===== src/rtl/hamming74_serial_encoder_if.sv =====
// ----------------------------------------------------------------------------
// hamming74_serial_encoder_if
//
// Purpose : bundles the bit-stream handshake and the serial codeword output
//           of the Hamming(7,4) serial encoder.
//
// Signals :
//   data_in   information bit (d0 first, d3 last within a nibble)
//   in_valid  data_in is valid this cycle
//   in_ready  encoder accepts data_in this cycle
//   data_out  serial codeword bit
//   out_flag  data_out carries a codeword bit
//   out_sof   high together with codeword bit c0 only
//
// Modports:
//   master  source side (drives data_in/in_valid, observes the rest)
//   slave   encoder side
// ----------------------------------------------------------------------------
interface hamming74_serial_encoder_if;
    logic data_in;
    logic in_valid;
    logic in_ready;
    logic data_out;
    logic out_flag;
    logic out_sof;

    modport master (
        output data_in,
        output in_valid,
        input  in_ready,
        input  data_out,
        input  out_flag,
        input  out_sof
    );

    modport slave (
        input  data_in,
        input  in_valid,
        output in_ready,
        output data_out,
        output out_flag,
        output out_sof
    );
endinterface


===== src/rtl/hamming74_serial_encoder.sv =====
// ----------------------------------------------------------------------------
// hamming74_serial_encoder
//
// Purpose : collects a serial stream of information bits into nibbles,
//           encodes each nibble as a Hamming(7,4) codeword and sends it out
//           one bit per cycle in the order p1, p2, d0, p3, d1, d2, d3.
//           A one-deep holding register sits between the nibble collector
//           and the serializer so that collection of the next nibble can
//           overlap transmission of the current codeword.
//
// Parameters:
//   GAP            idle cycles (out_flag=0) after each codeword, 0..15
//   INVERT_PARITY  1 inverts p1/p2/p3 (odd parity)
//
// Ports:
//   clk   system clock, rising edge
//   rst   synchronous, active-high reset
//   io    slave modport of hamming74_serial_encoder_if
//         (data_in/in_valid/in_ready in, data_out/out_flag/out_sof out)
// ----------------------------------------------------------------------------
module hamming74_serial_encoder #(
    parameter int GAP           = 0,
    parameter bit INVERT_PARITY = 1'b0
) (
    input  logic                          clk,
    input  logic                          rst,
    hamming74_serial_encoder_if.slave     io
);

    // Last value of the gap counter before the serializer may reload.
    localparam logic [3:0] GAP_LAST = (GAP > 0) ? 4'(GAP - 1) : 4'd0;

    typedef enum logic [1:0] {
        S_IDLE = 2'd0,
        S_SEND = 2'd1,
        S_GAPW = 2'd2
    } state_t;

    // Collector / holding register
    logic [1:0] r_cnt_in;
    logic [2:0] r_nib;
    logic [6:0] r_hold;
    logic       r_hold_full;

    // Serializer
    state_t     r_state;
    state_t     w_state_nxt;
    logic [2:0] r_bit_cnt;
    logic [2:0] w_bit_cnt_nxt;
    logic [3:0] r_gap_cnt;
    logic [3:0] w_gap_cnt_nxt;
    logic [6:0] r_shift;
    logic [6:0] w_shift_nxt;
    logic       r_data_out;
    logic       w_data_out_nxt;
    logic       r_out_flag;
    logic       w_out_flag_nxt;
    logic       r_out_sof;
    logic       w_out_sof_nxt;

    logic       w_in_ready;
    logic       w_accept;
    logic       w_last_bit;
    logic       w_try_load;
    logic       w_load;

    // Codeword bit i is transmitted in cycle i: {d3, d2, d1, p3, d0, p2, p1}.
    function automatic logic [6:0] encode(input logic [3:0] d);
        logic p1;
        logic p2;
        logic p3;
        p1 = d[0] ^ d[1] ^ d[3] ^ INVERT_PARITY;
        p2 = d[0] ^ d[2] ^ d[3] ^ INVERT_PARITY;
        p3 = d[1] ^ d[2] ^ d[3] ^ INVERT_PARITY;
        return {d[3], d[2], d[1], p3, d[0], p2, p1};
    endfunction

    // The 4th bit of a nibble is only taken when the holding register is
    // free, so hold_full can never be set and cleared on the same edge.
    assign w_in_ready = (r_cnt_in != 2'd3) || !r_hold_full;
    assign w_accept   = io.in_valid && w_in_ready;
    assign w_last_bit = (r_cnt_in == 2'd3);

    // ---- collector: control state --------------------------------------
    always_ff @(posedge clk) begin
        if (rst) begin
            r_cnt_in    <= 2'd0;
            r_hold_full <= 1'b0;
        end else begin
            if (w_accept) begin
                r_cnt_in <= w_last_bit ? 2'd0 : r_cnt_in + 2'd1;
            end
            if (w_accept && w_last_bit) begin
                r_hold_full <= 1'b1;
            end else if (w_load) begin
                r_hold_full <= 1'b0;
            end
        end
    end

    // ---- collector: data path (reset not needed, qualified by control) --
    // Bits enter at the top of r_nib and move down, so after three bits
    // r_nib = {d2, d1, d0} and the 4th bit completes {d3, d2, d1, d0}.
    always_ff @(posedge clk) begin
        if (w_accept) begin
            if (w_last_bit) begin
                r_hold <= encode({io.data_in, r_nib});
            end else begin
                r_nib <= {io.data_in, r_nib[2:1]};
            end
        end
    end

    // ---- serializer: next-state and output logic -----------------------
    always_comb begin
        w_state_nxt    = r_state;
        w_bit_cnt_nxt  = r_bit_cnt;
        w_gap_cnt_nxt  = r_gap_cnt;
        w_shift_nxt    = r_shift;
        w_data_out_nxt = 1'b0;
        w_out_flag_nxt = 1'b0;
        w_out_sof_nxt  = 1'b0;
        w_try_load     = 1'b0;
        w_load         = 1'b0;

        case (r_state)
            S_IDLE: begin
                w_try_load = 1'b1;
            end

            S_SEND: begin
                if (r_bit_cnt != 3'd6) begin
                    // r_shift[0] is on data_out now; present the next bit.
                    w_bit_cnt_nxt  = r_bit_cnt + 3'd1;
                    w_shift_nxt    = {1'b0, r_shift[6:1]};
                    w_data_out_nxt = r_shift[1];
                    w_out_flag_nxt = 1'b1;
                end else if (GAP > 0) begin
                    w_state_nxt   = S_GAPW;
                    w_gap_cnt_nxt = 4'd0;
                end else begin
                    // Back-to-back: c0 of the next codeword follows c6.
                    w_try_load = 1'b1;
                end
            end

            S_GAPW: begin
                if (r_gap_cnt == GAP_LAST) begin
                    w_try_load = 1'b1;
                end else begin
                    w_gap_cnt_nxt = r_gap_cnt + 4'd1;
                end
            end

            default: begin
                w_state_nxt = S_IDLE;
            end
        endcase

        if (w_try_load) begin
            if (r_hold_full) begin
                w_load         = 1'b1;
                w_state_nxt    = S_SEND;
                w_bit_cnt_nxt  = 3'd0;
                w_shift_nxt    = r_hold;
                w_data_out_nxt = r_hold[0];
                w_out_flag_nxt = 1'b1;
                w_out_sof_nxt  = 1'b1;
            end else begin
                w_state_nxt = S_IDLE;
            end
        end
    end

    // ---- serializer: state and registered outputs ----------------------
    always_ff @(posedge clk) begin
        if (rst) begin
            r_state    <= S_IDLE;
            r_bit_cnt  <= 3'd0;
            r_gap_cnt  <= 4'd0;
            r_data_out <= 1'b0;
            r_out_flag <= 1'b0;
            r_out_sof  <= 1'b0;
        end else begin
            r_state    <= w_state_nxt;
            r_bit_cnt  <= w_bit_cnt_nxt;
            r_gap_cnt  <= w_gap_cnt_nxt;
            r_data_out <= w_data_out_nxt;
            r_out_flag <= w_out_flag_nxt;
            r_out_sof  <= w_out_sof_nxt;
        end
    end

    // ---- serializer: shift register (data only) ------------------------
    always_ff @(posedge clk) begin
        r_shift <= w_shift_nxt;
    end

    assign io.in_ready = w_in_ready;
    assign io.data_out = r_data_out;
    assign io.out_flag = r_out_flag;
    assign io.out_sof  = r_out_sof;

endmodule


===== src/flat_wrapper.sv =====
// flat-port wrapper written by rule: the top's interface ports become plain ports
module hamming74_serial_encoder_flat 
#(
    parameter int GAP           = 0,
    parameter bit INVERT_PARITY = 1'b0
)
  (clk, rst, io_data_in, io_in_valid, io_in_ready, io_data_out, io_out_flag, io_out_sof);
  hamming74_serial_encoder_if io_i ();
  input  logic clk;
  input  logic rst;
  input wire logic [$bits(io_i.data_in)-1:0] io_data_in;
  input wire logic [$bits(io_i.in_valid)-1:0] io_in_valid;
  output wire logic [$bits(io_i.in_ready)-1:0] io_in_ready;
  output wire logic [$bits(io_i.data_out)-1:0] io_data_out;
  output wire logic [$bits(io_i.out_flag)-1:0] io_out_flag;
  output wire logic [$bits(io_i.out_sof)-1:0] io_out_sof;
  assign io_i.data_in = io_data_in;
  assign io_i.in_valid = io_in_valid;
  assign io_in_ready = io_i.in_ready;
  assign io_data_out = io_i.data_out;
  assign io_out_flag = io_i.out_flag;
  assign io_out_sof = io_i.out_sof;
  hamming74_serial_encoder #(.GAP(GAP), .INVERT_PARITY(INVERT_PARITY)) u_core (.clk(clk), .rst(rst), .io(io_i));
endmodule

===== config.mk =====
export PLATFORM = sky130hd
export DESIGN_NAME = hamming74_serial_encoder_flat
export DESIGN_NICKNAME = d
export VERILOG_FILES = /design/src/rtl/hamming74_serial_encoder_if.sv /design/src/rtl/hamming74_serial_encoder.sv /design/src/flat_wrapper.sv
export SDC_FILE = /design/constraint.sdc
export NUM_CORES = 1
export LEC_CHECK = 0
export ABC_CLOCK_PERIOD_IN_PS = 3800
export CAP_MARGIN = 20
export CORE_MARGIN = 2
export CORE_UTILIZATION = 35
export CTS_CLUSTER_SIZE = 8
export DETAILED_ROUTE_END_ITERATION = 6
export PLACE_DENSITY = 0.56
export SLEW_MARGIN = 20
export SYNTH_ARGS = -nofsm -noshare
export SYNTH_HDL_FRONTEND = slang
export SYNTH_SLANG_ARGS = --single-unit

===== constraint.sdc =====
create_clock -name clk -period 3.8 [get_ports clk]
set_input_delay 0.76 -clock clk [delete_from_list [all_inputs] [get_ports clk]]
set_output_delay 0.76 -clock clk [all_outputs]
set_load 0.03 [all_outputs]

== Word level (Yosys, flattened, before mapping) ==
Cells that the tools add are included.
Operators by class
  eq/ne operators: 6
  add/subtract/negate cells: 3
  bitwise operators: 8
  mux-type cells: 27
  reductions and logical operators: 11
Operators by type and width (count)
  $mux W7: 4
  $mux W1: 15
  $mux W3: 4
  $mux W2: 3
  $reduce_and A2 Y1: 3
  $xor A1 B1 Y1: 6
  $add A4 B1 Y4 const B: 1
  $eq A2 B2 Y1 const B: 2
  $logic_not A4 Y1: 1
  $add A3 B1 Y3 const B: 1
  $ne A3 B3 Y1 const B: 1
  $pmux W1 S3: 1
  $reduce_or A3 Y1: 1
  $add A2 B1 Y2 const B: 1
  $eq A2 B1 Y1 const B: 1
  $logic_and A1 B1 Y1: 2
  $logic_not A2 Y1: 1
  $ne A2 B1 Y1 const B: 1
  $ne A2 B2 Y1 const B: 1
  $not A1 Y1: 2
  $reduce_bool A2 Y1: 1
  $logic_not A1 Y1: 1
  $logic_or A1 B1 Y1: 1
Storage, ports and cells
  register bits after elaboration: 32
  logic and storage cells: 66
  input port bits: 4
  output and inout bits: 4

== Logic depth before layout (Yosys ltp) ==
  depth in word-level cells: 6
  gate-level depth with buffers: 6
  mapped depth without buffers: 5

== Worst setup path before layout ==
OpenSTA, ideal clock, no wires.
  kind: reg-to-output
  start point: register u_core.r_hold_full
  end point: output io_in_ready
  slack: 2.264 ns
  arrival: 0.776 ns
  cell stages (with the launch flop): 3
  cells stage by stage: dfxtp_1 > buf_2 > nand2_1
On the way
  word-level cells in the longest chain between the ends: 2
RTL lines
  start: declaration: RTL line hamming74_serial_encoder.sv:43  | logic r_hold_full;
  start signal: assignment: RTL line hamming74_serial_encoder.sv:88  | r_hold_full <= 1'b0;
  start signal: assignment: RTL line hamming74_serial_encoder.sv:94  | r_hold_full <= 1'b1;
  start signal: assignment: RTL line hamming74_serial_encoder.sv:96  | r_hold_full <= 1'b0;
  $logic_not A1 Y1: RTL line hamming74_serial_encoder.sv:80  | assign w_in_ready = (r_cnt_in != 2'd3) || !r_hold_full;
  $logic_or A1 B1 Y1: RTL line hamming74_serial_encoder.sv:80
  end: declaration: RTL line flat_wrapper.sv:13  | output wire logic [$bits(io_i.in_ready)-1:0] io_in_ready;
Every way passes these cells.

== Worst setup path in the final report ==
Same ends and word-level chain as after synthesis.

==> results.tsv <==
metric	value	unit
finalHoldViolCount	0	
drt-total-wl	1430	um
slew_headroom	63.5	%
rsz0062_at_grt	false	
synth_nets	93	
start_kind	flip-flop	
ys_seq_elements	26	
hpwl	1050	um
grt_max_degree	19	
top_layer_used	met4	
end_kind	output pin	
drc	0	
start_util	37.0	%
viasPerCell	4.98	
avgSynthCellArea	12.0	um^2
ys_warn_count	0	
finalSetupTns	0	ps
fillers	275	
stdcell_area	0.00115	mm^2
cap_violations	0	
ant_nets	0	
p_leak	0.380	nW
yosysSeqAreaShare	60.3	%
yosysTopAreaCell	dfxtp_1	
route.met3.wl	47	um
cts_max_level	1	
place.port_buffers	7	
startpoint	u_core.r_hold_full	
holdPathStages	2	
drv_slew	0	
post_cts_buffers	0	
pin_count	8	
run_status	finished, final reports clean	
final_nets	102	
period_share	65.7	%
powerDensity	433	mW/mm^2
route.met2.wl	668	um
tightest_slew	547	ps
fp.dieH	58.2	um
vias	623	
post_cts_resized	0	
grt_pass1_wl	2400	um
clock_path_buffers	2	
whs_endpoint	u_core.io.data_out	
fmax	0.401	GHz
first_iter_violations	4	
worst_slack	1300	ps
syn_area	0.00103	mm^2
drtPass1Iterations	4	
crit_fanout	13	
worstSetupPathType	flip-flop to output pin	
hold_class	flip-flop to flip-flop	
hold_path_startpoint	u_core.r_shift[1]	
hold_ws	463	ps
clock-root-buffer	clkbuf_4	
grt_antenna_before_repair	0	
yosys.area.top_type_share	31.1	%
synth_cells	86	
fin_skew	5.87	ps
dieArea	0.00339	mm^2
setup_viol	0	
hold_buffers	0	
cts_buffers	3	
gp_congestion	0.678	
r2r_end	u_core.r_bit_cnt[1]	
insertion_delay	310	ps
yosysUniqueCellTypes	27	
cts_tree	done	
placed_cell_area	0.00112	mm^2
cts.sinks	26	
r2r_slack	2250	ps
cp.arrival	1740	ps
coreArea	0.00278	mm^2
rows	19	
required	3040	ps
die_w	58.2	um
synthTopCellsByArea	dfxtp_1, edfxtp_1, mux2i_1	
worstRegToRegCells	5	
r2r_start	u_core.r_bit_cnt[0]	
drive_above_1_share	6.38	%
syn2layout_area_growth	11.6	%
place_ws	1670	ps
path_clk_slew	130	ps
wl_per_cell	11.4	um
grt.overflow.total	0	
fin_crit	2500	ps
grt_usage	9.70	%
diodes	0	
ir_drop	0.289	mV
wl_met1	697	um
grt_pass1_vias	561	
[metrics by stage]
| step | utilization, % | cells | power [W] |
|---|---|---|---|
| CTS | 41.3 | 125 | 0.000507 |
| global placement | 40.3 | 121 | 0.000388 |
| finish | 41.3 | 125 | 0.000497 |
| global route | 41.3 | 125 | 0.000529 |
| detailed placement | 40.3 | 121 | 0.000390 |
| floorplan | - | 86 | 0.000377 |
[worst max-delay path by stage]
stage	to	slack, ps	cells past startpoint
after detailed placement	io_in_ready	1670	2
after global routing	io_in_ready	1170	2
after global placement	io_in_ready	1690	2
after CTS	io_in_ready	1290	2
after floorplan	io_in_ready	2260	2
final	io_in_ready	1300	2
[registers in the layout, summed over array words and instances (netlist names)]
name,count
u_core.r_state,1
u_core.r_shift,6
u_core.r_hold_full,1
u_core.r_hold,7
u_core.r_cnt_in,2
u_core.io.out_sof,1
u_core.io.out_flag,1
u_core.r_bit_cnt,3
u_core.r_nib,3
u_core.io.data_out,1
[critical path: stages (launching register included)]
cell and delay (ps):
dfxtp_1 690, nand2_1 110, clkdlybuf4s50_1 620
[power breakdown]
group	internal [W]	switching (W)
clock network	0.0000410	0.0000737
logic	0.0000248	0.0000205
registers	0.000322	0.0000155
[cell type report]
type	instances	area, um^2	area share (%)
clock buffers	4	26.3	2.29
flip-flops and latches	26	621	54.1
repair buffers	7	70.1	6.11
well taps	31	38.8	3.38
multi-input cells	54	380	33.2
inverters	3	11.3	0.981
[cells in the final DEF (no fill, tap or decap)]
master	count
a21boi_4	1
mux2i_1	8
nand3b_1	2
nor3_1	1
dfxtp_1	16
edfxtp_1	10
clkdlybuf4s50_1	7
nor2_1	7
o21ai_1	1
clkbuf_4	3
nor2_2	1
nand2b_1	1
a21oi_1	3
a31oi_1	1
xnor2_1	5
clkbuf_1	1
ha_1	3
or2b_1	1
a211oi_1	1
a21boi_0	1
nand3_1	1
nor4bb_1	1
nand2_1	8
nor2b_1	2
o21ai_0	4
inv_1	3
a2111oi_2	1
[cells in the mapped netlist]
| master | instances |
|---|---|
| nand3b_1 | 2 |
| a211oi_1 | 1 |
| nor3_1 | 1 |
| a21oi_1 | 3 |
| buf_2 | 1 |
| a21boi_0 | 1 |
| ha_1 | 3 |
| edfxtp_1 | 10 |
| nor2b_1 | 2 |
| or2b_1 | 1 |
| a31oi_1 | 1 |
| dfxtp_1 | 16 |
| nand2b_1 | 1 |
| a2111oi_2 | 1 |
| o21ai_0 | 4 |
| nand2_1 | 8 |
| xnor2_1 | 5 |
| buf_4 | 1 |
| o21ai_1 | 1 |
| mux2i_1 | 8 |
| nor2_2 | 1 |
| buf_1 | 1 |
| nor4bb_1 | 1 |
| inv_1 | 3 |
| nand3_1 | 1 |
| nor2_1 | 7 |
| a21boi_4 | 1 |
[layer usage]
metal	track usage, %	up-vias
met5	0	-
met4	5.98	0
met3	2.68	2
met2	15.3	9
met1	11.8	297
li1	-	315
[logic make-up after synthesis]
kind of cell	after synthesis	synth area share (%)
adder cells (fa/ha/maj)	3	3.65
multiplexers	8	7.79
flip-flops	26	60.3
AND/OR/NAND/NOR	25	12.0
buffers and inverters	6	2.68
AO/OA/AOI/OAI	13	9.25
XOR/XNOR	5	4.26
No activity file was read; power rests on OpenSTA's default activity.
